--- src/rtl/mem_bus_if.sv ---
// Single-request Avalon-MM master front end feeding the multicycle decoder.
// Optional waitrequest timeout is enabled with the MEM_IF_TIMEOUT_EN macro.
module mem_bus_if #(
  parameter int unsigned TIMEOUT_CYCLES = 255
) (
  input  logic        clk,
  input  logic        Rst,
  input  logic        req_valid,
  output logic        req_ready,
  input  logic        req_write,
  input  logic        req_instr,
  input  logic [1:0]  req_size,
  input  logic        req_signed,
  input  logic [31:0] req_addr,
  input  logic [31:0] req_wdata,
  output logic [31:0] address,
  output logic        read,
  output logic        write,
  output logic [31:0] writedata,
  output logic [3:0]  byteenable,
  input  logic        waitrequest,
  input  logic [31:0] readdata,
  output logic [31:0] Instr,
  output logic [31:0] data_out,
  output logic        resp_valid,
  output logic        resp_err,
  output logic        stall
);

  // state  | meaning
  // IDLE   | ready for a request
  // BUS    | Avalon transfer in flight, waiting for waitrequest low
  // RESP   | one-cycle completion pulse
  localparam logic [1:0] S_IDLE = 2'd0;
  localparam logic [1:0] S_BUS  = 2'd1;
  localparam logic [1:0] S_RESP = 2'd2;

  logic [1:0]  state_q, state_d;
  logic        wr_q, wr_d;
  logic        instr_q, instr_d;
  logic [1:0]  size_q, size_d;
  logic        signed_q, signed_d;
  logic [1:0]  off_q, off_d;
  logic [31:0] address_q, address_d;
  logic [31:0] writedata_q, writedata_d;
  logic [3:0]  byteenable_q, byteenable_d;
  logic        err_q, err_d;
  logic [31:0] ir_q, ir_d;
  logic [31:0] dout_q, dout_d;

  logic        is_byte, is_half, misalign;
  logic [3:0]  lane_be;
  logic [31:0] lane_wd;
  logic [31:0] rd_shift, load_ext;
  logic [15:0] rd_half;

`ifdef MEM_IF_TIMEOUT_EN
  logic [15:0] cnt_q, cnt_d;
`else
  logic unused_cfg;
  assign unused_cfg = ^16'(TIMEOUT_CYCLES);
`endif

  always_comb begin
    is_byte  = (req_size == 2'b00);
    is_half  = (req_size == 2'b01);
    misalign = (is_half & req_addr[0]) | (req_size[1] & (req_addr[1:0] != 2'b00));
    if (is_byte) begin
      lane_be = 4'b1000 >> req_addr[1:0];
      lane_wd = {24'b0, req_wdata[7:0]} << {~req_addr[1:0], 3'b000};
    end else if (is_half) begin
      lane_be = req_addr[1] ? 4'b0011 : 4'b1100;
      lane_wd = req_addr[1] ? {16'b0, req_wdata[15:0]} : {req_wdata[15:0], 16'b0};
    end else begin
      lane_be = 4'b1111;
      lane_wd = req_wdata;
    end
  end

  // Big-endian lanes: byte offset k lives in bits [31-8k : 24-8k].
  always_comb begin
    rd_shift = readdata >> {~off_q, 3'b000};
    rd_half  = off_q[1] ? readdata[15:0] : readdata[31:16];
    case (size_q)
      2'b00:   load_ext = signed_q ? {{24{rd_shift[7]}}, rd_shift[7:0]} : {24'b0, rd_shift[7:0]};
      2'b01:   load_ext = signed_q ? {{16{rd_half[15]}}, rd_half} : {16'b0, rd_half};
      default: load_ext = readdata;
    endcase
  end

  always_comb begin
    state_d      = state_q;
    wr_d         = wr_q;
    instr_d      = instr_q;
    size_d       = size_q;
    signed_d     = signed_q;
    off_d        = off_q;
    address_d    = address_q;
    writedata_d  = writedata_q;
    byteenable_d = byteenable_q;
    err_d        = err_q;
    ir_d         = ir_q;
    dout_d       = dout_q;
`ifdef MEM_IF_TIMEOUT_EN
    cnt_d        = cnt_q;
`endif
    case (state_q)
      S_IDLE: begin
        if (req_valid) begin
          wr_d         = req_write;
          instr_d      = req_instr & ~req_write;
          size_d       = req_size;
          signed_d     = req_signed;
          off_d        = req_addr[1:0];
          address_d    = {req_addr[31:2], 2'b00};
          writedata_d  = lane_wd;
          byteenable_d = lane_be;
          err_d        = misalign;
          state_d      = misalign ? S_RESP : S_BUS;
`ifdef MEM_IF_TIMEOUT_EN
          cnt_d        = 16'd0;
`endif
        end
      end
      S_BUS: begin
        if (!waitrequest) begin
          if (!wr_q) begin
            if (instr_q) ir_d = readdata;
            else         dout_d = load_ext;
          end
          state_d = S_RESP;
        end
`ifdef MEM_IF_TIMEOUT_EN
        else begin
          cnt_d = cnt_q + 16'd1;
          if (cnt_d == 16'(TIMEOUT_CYCLES)) begin
            err_d   = 1'b1;
            state_d = S_RESP;
          end
        end
`endif
      end
      S_RESP:  state_d = S_IDLE;
      default: state_d = S_IDLE;
    endcase
  end

  always_ff @(posedge clk or negedge Rst) begin
    if (!Rst) begin
      state_q      <= S_IDLE;
      wr_q         <= 1'b0;
      instr_q      <= 1'b0;
      size_q       <= 2'b00;
      signed_q     <= 1'b0;
      off_q        <= 2'b00;
      address_q    <= 32'b0;
      writedata_q  <= 32'b0;
      byteenable_q <= 4'b0;
      err_q        <= 1'b0;
      ir_q         <= 32'b0;
      dout_q       <= 32'b0;
`ifdef MEM_IF_TIMEOUT_EN
      cnt_q        <= 16'd0;
`endif
    end else begin
      state_q      <= state_d;
      wr_q         <= wr_d;
      instr_q      <= instr_d;
      size_q       <= size_d;
      signed_q     <= signed_d;
      off_q        <= off_d;
      address_q    <= address_d;
      writedata_q  <= writedata_d;
      byteenable_q <= byteenable_d;
      err_q        <= err_d;
      ir_q         <= ir_d;
      dout_q       <= dout_d;
`ifdef MEM_IF_TIMEOUT_EN
      cnt_q        <= cnt_d;
`endif
    end
  end

  assign req_ready  = (state_q == S_IDLE);
  assign stall      = ~req_ready;
  assign read       = (state_q == S_BUS) & ~wr_q;
  assign write      = (state_q == S_BUS) & wr_q;
  assign resp_valid = (state_q == S_RESP);
  assign resp_err   = resp_valid & err_q;
  assign address    = address_q;
  assign writedata  = writedata_q;
  assign byteenable = byteenable_q;
  assign Instr      = ir_q;
  assign data_out   = dout_q;

endmodule

--- config.mk ---
export PLATFORM = sky130hd
export DESIGN_NAME = mem_bus_if
export DESIGN_NICKNAME = d
export VERILOG_FILES = /design/src/rtl/mem_bus_if.sv
export SDC_FILE = /design/constraint.sdc
export NUM_CORES = 1
export LEC_CHECK = 0
export BUFFER_PORTS_ARGS = -buffer_cell sky130_fd_sc_hd__buf_2
export CAP_MARGIN = 20
export CORE_ASPECT_RATIO = 1.4
export CORE_MARGIN = 3
export CORE_UTILIZATION = 52
export CTS_CLUSTER_DIAMETER = 150
export DETAILED_ROUTE_END_ITERATION = 6
export GPL_TIMING_DRIVEN = 1
export PLACE_DENSITY = 0.95
export SYNTH_ARGS = -nofsm -noshare
export SYNTH_HDL_FRONTEND = slang
export SYNTH_SLANG_ARGS = --single-unit
--- constraint.sdc ---
create_clock -name clk -period 3.25 [get_ports clk]
set_input_delay 0.4875 -clock clk [delete_from_list [all_inputs] [get_ports clk]]
set_output_delay 0.4875 -clock clk [all_outputs]
set_load 0.05 [all_outputs]
# [After elaboration in Yosys (flattened, before gate mapping)]
# Index checks and enable logic that the tools add are counted.
[totals] ff_bits=140 latch_bits=0 mem_bits_rw=0 romBits=0 in_bits=105 memories=0
[classes] add_sub_neg=0 mul=0 n_div=0 n_lt_le_gt_ge=0 n_eq_ne=6 shifts=3 n_mux=14 n_bitwise=14 reduce_logical=8
[op_table] op="32-bit two-way mux" n=5
[op_table] op="32-bit one-hot mux with 2 select lines" n=1
[op_table] op="8-bit by 5-bit << shifter with 32-bit output" n=1
[op_table] op="32-bit by 5-bit right shift with 8-bit output" n=1
[op_table] op="16-bit two-way mux" n=1
[op_table] op="4-bit two-way mux" n=3
[op_table] op="4-bit AND reduction" n=2
[op_table] op="1-bit bitwise AND" n=6
[op_table] op="2-bit by 1-bit equality test with 1-bit output (second input constant)" n=3
[op_table] op="2-bit logical NOT" n=3
[op_table] op="2-bit two-way mux" n=3
[op_table] op="1-bit NOT" n=5
[op_table] op="2-bit inequality test (second input constant)" n=2
[op_table] op="2-bit NOT" n=2
[op_table] op="2-bit one-hot mux with 2 select lines" n=1
[op_table] op="2-bit AND reduction" n=2
[op_table] op="4-bit by 2-bit right shift with 4-bit output (first input constant)" n=1
[op_table] op="2-bit equality test (second input constant)" n=1
[op_table] op="2-bit nonzero test" n=1
[op_table] op="1-bit OR" n=1

# [Logic depth before layout (Yosys ltp)]
[depth] depth_word=6 mapped_depth=6

# [Least setup slack after synthesis]
# No wires, ideal clock.
[synth_path] kind="flip-flop to flip-flop" startpoint="register state_q[1]" endpoint="register address_q[16], in the netlist address[16]" arrival_ps=2034 required_ps=3132 slack_ps=1098 stages_incl_launch_ff=7 period_less_slack_ps=2152 cell_sequence="dfrtp_1 > nor2_1 > nand2_1 > buf_2 > buf_1 > nand2_1 > nand2_1"
[synth_between] elab_chain_cells=2
[synth_rtl] item="start: declaration" line="38" source="logic [1:0] state_q, state_d;"
[synth_rtl] item="start signal: assignment" line="166" source="state_q <= state_d;"
[synth_rtl] item="2-bit logical NOT"
[synth_rtl] item="via req_ready" line="9" source="output logic req_ready,"
[synth_rtl] item="2-bit AND reduction (no source line)"
[synth_rtl] item="end signal: assignment" line="172" source="address_q <= address_d;"
[synth_rtl] item="end: declaration" line="44" source="logic [31:0] address_q, address_d;"
# The timed path passes the listed nets, and every way through them passes these cells.
# A chain may end at the register's enable or synchronous reset.

# [Worst setup path in the final report]
[layout_path] startpoint="register off_q[1]" endpoint="register dout_q[24], in the netlist data_out[24]"
[layout_between] elab_chain_cells=4 elab_cells_between_ends=6 cone_classes="shift (1); mux (4); bitwise (1)"
[layout_rtl] item="start: declaration" line="43" source="logic [1:0] off_q, off_d;"
[layout_rtl] item="start signal: assignment" line="155" source="off_q <= 2'b00;"
[layout_rtl] item="start signal: assignment" line="171" source="off_q <= off_d;"
[layout_rtl] item="2-bit NOT" line="82" source="rd_shift = readdata >> {~off_q, 3'b000};"
[layout_rtl] item="32-bit by 5-bit right shift with 8-bit output" line="82"
[layout_rtl] item="32-bit two-way mux" line="85" source="2'b00: load_ext = signed_q ? {{24{rd_shift[7]}}, rd_shift[7:0]} : {24'b0, rd_shift[7:0]};"
[layout_rtl] item="32-bit one-hot mux with 2 select lines (*)" line="84" source="case (size_q)"
[layout_rtl] item="end signal: assignment" line="177" source="dout_q <= dout_d;"
[layout_rtl] item="end: declaration" line="49" source="logic [31:0] dout_q, dout_d;"
# Every way passes the cells marked *; elsewhere a longest branch is shown, timed or not.

==> reports/results.md <==
• **status** complete, no violations
• **Final WS setup** 0.980 ns
• **Reg2Reg Launch Point** off_q[1]
• **number of vias after detailed routing** 5524
• **proportion of power drawn by flip-flops and latches** 30.7%
• **total count of hold-check failures in the final report** 0
• **number of iterations in the first detailed-routing pass** 7
• **Post-synth top flop** sky130_fd_sc_hd__dfrtp_1
• **number of remaining DRC errors** 0
• **Post-synth EDFFs** 0
• **diode count** 0
• **Mapped Avg Cell Area** 10.2 sq um
• **total negative slack for setup checks** 0 ns
• **I/O pin total** 243
• **starting density of the core** 54.3%
• **height of the die** 133 um
• **Post CTS Setup Buffer Count** 0
• **pin count of the biggest net entering global routing** 82
• **cts bufs inserted** 17
• **Async S/R FF share, synth** 100%
• **area of combinational cells with multiple inputs** 2270 sq um
• **number of pins exceeding their max-slew limit in the final report** 0
• **CTS root buffer** sky130_fd_sc_hd__clkbuf_16
• **internal portion of total power** 4.69 mW
• **x dimension of the die** 96.7 um
• **clk_lat worst skew** 0.41 ns
• **most used standard cells in the synthesized netlist** sky130_fd_sc_hd__nand2_1, sky130_fd_sc_hd__dfrtp_1, sky130_fd_sc_hd__o21ai_0
• **share of the clock period used by the worst path** 69.8%
• **number of cell instances on the worst register-to-register path** 4
• **RSZ-0062 raised after global routing** no
• **Hold Buf Count CTS** 0
• **global-route wire length before repair** 29000 um
• **time the worst path needs with I/O delays and setup** 2.27 ns
• **arrival time at the worst endpoint** 2.52 ns
• **final hold slack** 0.117 ns
• **total die area** 12900 sq um
• **switching part of the total** 49.4%
• **count of standard-cell rows** 45
• **Crit. Startpoint** off_q[1]
• **number of vias per cell after detailed routing** 5.68
• **Max Root-Sink Buffers** 2
• **layout cell share with drive strength beyond 1** 39.2%
• **netlist area before placement** 5990 sq um
• **Reg clk slew, reported paths** 0.06 ns
• **net switching power** 4.58 mW
• **clk_skew** 0.0111 ns
• **Worst Setup End Kind** flip-flop
• **critical setup path kind** reg -> reg
• **leakage component of the power** 4.21 nW
• **IO buf count** 240
• **global-route total usage across every layer** 28.4%
• **VDD IR-drop max** 0.538 mV
• **power density relative to cell area** 1170 nW/um^2
• **fraction of post-synthesis cell area in the top cell type by area** 58.5%
• **Final setup violation count** 0
• **number of maximum-capacitance constraint violations** 0
• **detailed placer's ending HPWL** 13300 um
• **combinational cell fraction of total power** 47.3%
• **post-CTS resize count** 0
• **FMAX** 441 MHz
• **iteration-0 DRC count of the detailed router** 357
• **Yosys cell types** 42
• **growth of design area from synthesis to finish** 32.4%
• **Yosys warnings** 0
• **RePlAce Congestion** 0.850
• **number of synthesized register bits** 140
• **Worst slew margin** 37.9%
• **overall overflow remaining after global route** 0
• **kind of start point of the critical path** flip-flop
• **number of clock sinks seen by CTS** 140
• **maximum net fanout on the critical path** 16
• **number of antenna violations at the first check in global routing** 0
• **leading cell types by total area after synthesis** sky130_fd_sc_hd__dfrtp_1, sky130_fd_sc_hd__nand2_1, sky130_fd_sc_hd__mux2_2, sky130_fd_sc_hd__o21ai_0, sky130_fd_sc_hd__a221oi_1
• **fraction of the yosys area taken by sequential cells** 58.5%
• **transition time at the pin with the least slew margin** 0.929 ns
• **vias in the first global route** 5511
• **Antenna Nets Post-Route** 0
• **WL/cell** 18.7 um
• **CTS HTree Levels** 4
• **TritonCTS clock tree** done
• **number of filler instances in the final layout** 786
• **setup slack after placement** 1.05 ns
• **fraction of power consumed by the clock network** 21.9%
• **Core Region** 11000 sq um
• **class of the tightest hold or removal check** in -> async
• **Sequential cell area** 3500 sq um
• **Total Routed Length** 18200 um
• **Worst EP required** 3.50 ns
• **total number of nets in the final design** 924
• **count of mapped cells out of synthesis** 588
• **Yosys top cell by area** sky130_fd_sc_hd__dfrtp_1
• **cell with the most instances after synthesis** sky130_fd_sc_hd__nand2_1
path summary, 6_finish.rpt:
| path | end | slack (ns) |
|---|---|---|
| setup reg to reg | data_out[24] | 0.98 |
| hold reg to reg | address[11] | 0.47 |
| min in group clk | address[26] | 0.26 |
| hold / removal | Instr[21] | 0.12 |
| max in group asynchronous | instr_q | 2.33 |
| setup / recovery | data_out[24] | 0.98 |
cells in the final DEF, fill, tap and decap left out, types with 7 or more instances in the layout:
cell type	count
sky130_fd_sc_hd__a22o_1	9
sky130_fd_sc_hd__nor2_1	32
sky130_fd_sc_hd__a21oi_1	23
sky130_fd_sc_hd__a222oi_1	7
sky130_fd_sc_hd__a21o_1	9
sky130_fd_sc_hd__inv_1	13
sky130_fd_sc_hd__a221oi_1	16
sky130_fd_sc_hd__mux2_2	31
sky130_fd_sc_hd__a22oi_1	16
sky130_fd_sc_hd__nand2_1	170
sky130_fd_sc_hd__buf_2	239
sky130_fd_sc_hd__dfrtp_1	140
sky130_fd_sc_hd__buf_4	9
sky130_fd_sc_hd__o21ai_0	40
sky130_fd_sc_hd__clkbuf_16	17
critical path, cell delays in order (launching register included):
cell and delay [ns]:
sky130_fd_sc_hd__dfrtp_1 0.72, sky130_fd_sc_hd__mux2i_1 0.38, sky130_fd_sc_hd__o22ai_2 0.16, sky130_fd_sc_hd__o21ai_2 0.66, sky130_fd_sc_hd__a31oi_1 0.18
metrics by stage:
step	std cells	utilization (%)	cell area [sq um]	total power [mW]
final	973	71.8	7930	9.27
after global routing	973	71.8	7930	9.68
after CTS	973	71.8	7930	9.30
after detailed placement	941	66.1	7300	7.23
after global placement	941	66.1	7300	7.08
after floorplan	589	-	5990	6.07
sequential cells by signal, summed over array words and instances (netlist names):
register and count:
Instr 32, data_out 32, writedata 32, address 30, byteenable 4, off_q 2, size_q 2, state_q 2
err_q 1, instr_q 1, signed_q 1, wr_q 1
routing by layer:
layer  track usage, %  part of all wire [%]
met3             7.28                   9.1
met1             33.7                    35
met5                0                     0
met2             47.1                    51
met4             15.8                   5.1
kinds of logic after synthesis:
group	share of synthesized area, %
DFF	58.5
other	0.0626
buffers and inverters	3.74
AOI/OAI and AO/OA	16.2
and+or+nand+nor	15.0
muxes	6.54
power groups by stage:
stage | logic, mW | registers (mW) | clock network, mW
2_1_floorplan | 1.06 | 5.02 | 0
3_3_place_gp | 4.26 | 2.82 | 0
3_5_place_dp | 4.38 | 2.86 | 0
4_1_cts | 4.40 | 2.84 | 2.06
5_1_grt | 4.59 | 2.94 | 2.15
6_report | 4.39 | 2.85 | 2.04
final cells by class:
type	count	share of cell area (%)
flip-flops and latches	140	44.2
multi-input cells	397	28.7
repair buffers	250	16.3
clock buffers	19	5.71
clock inverters	13	2.26
well taps	141	2.23
inverters	13	0.616
Note: power is estimated with default switching activity, not from simulation.
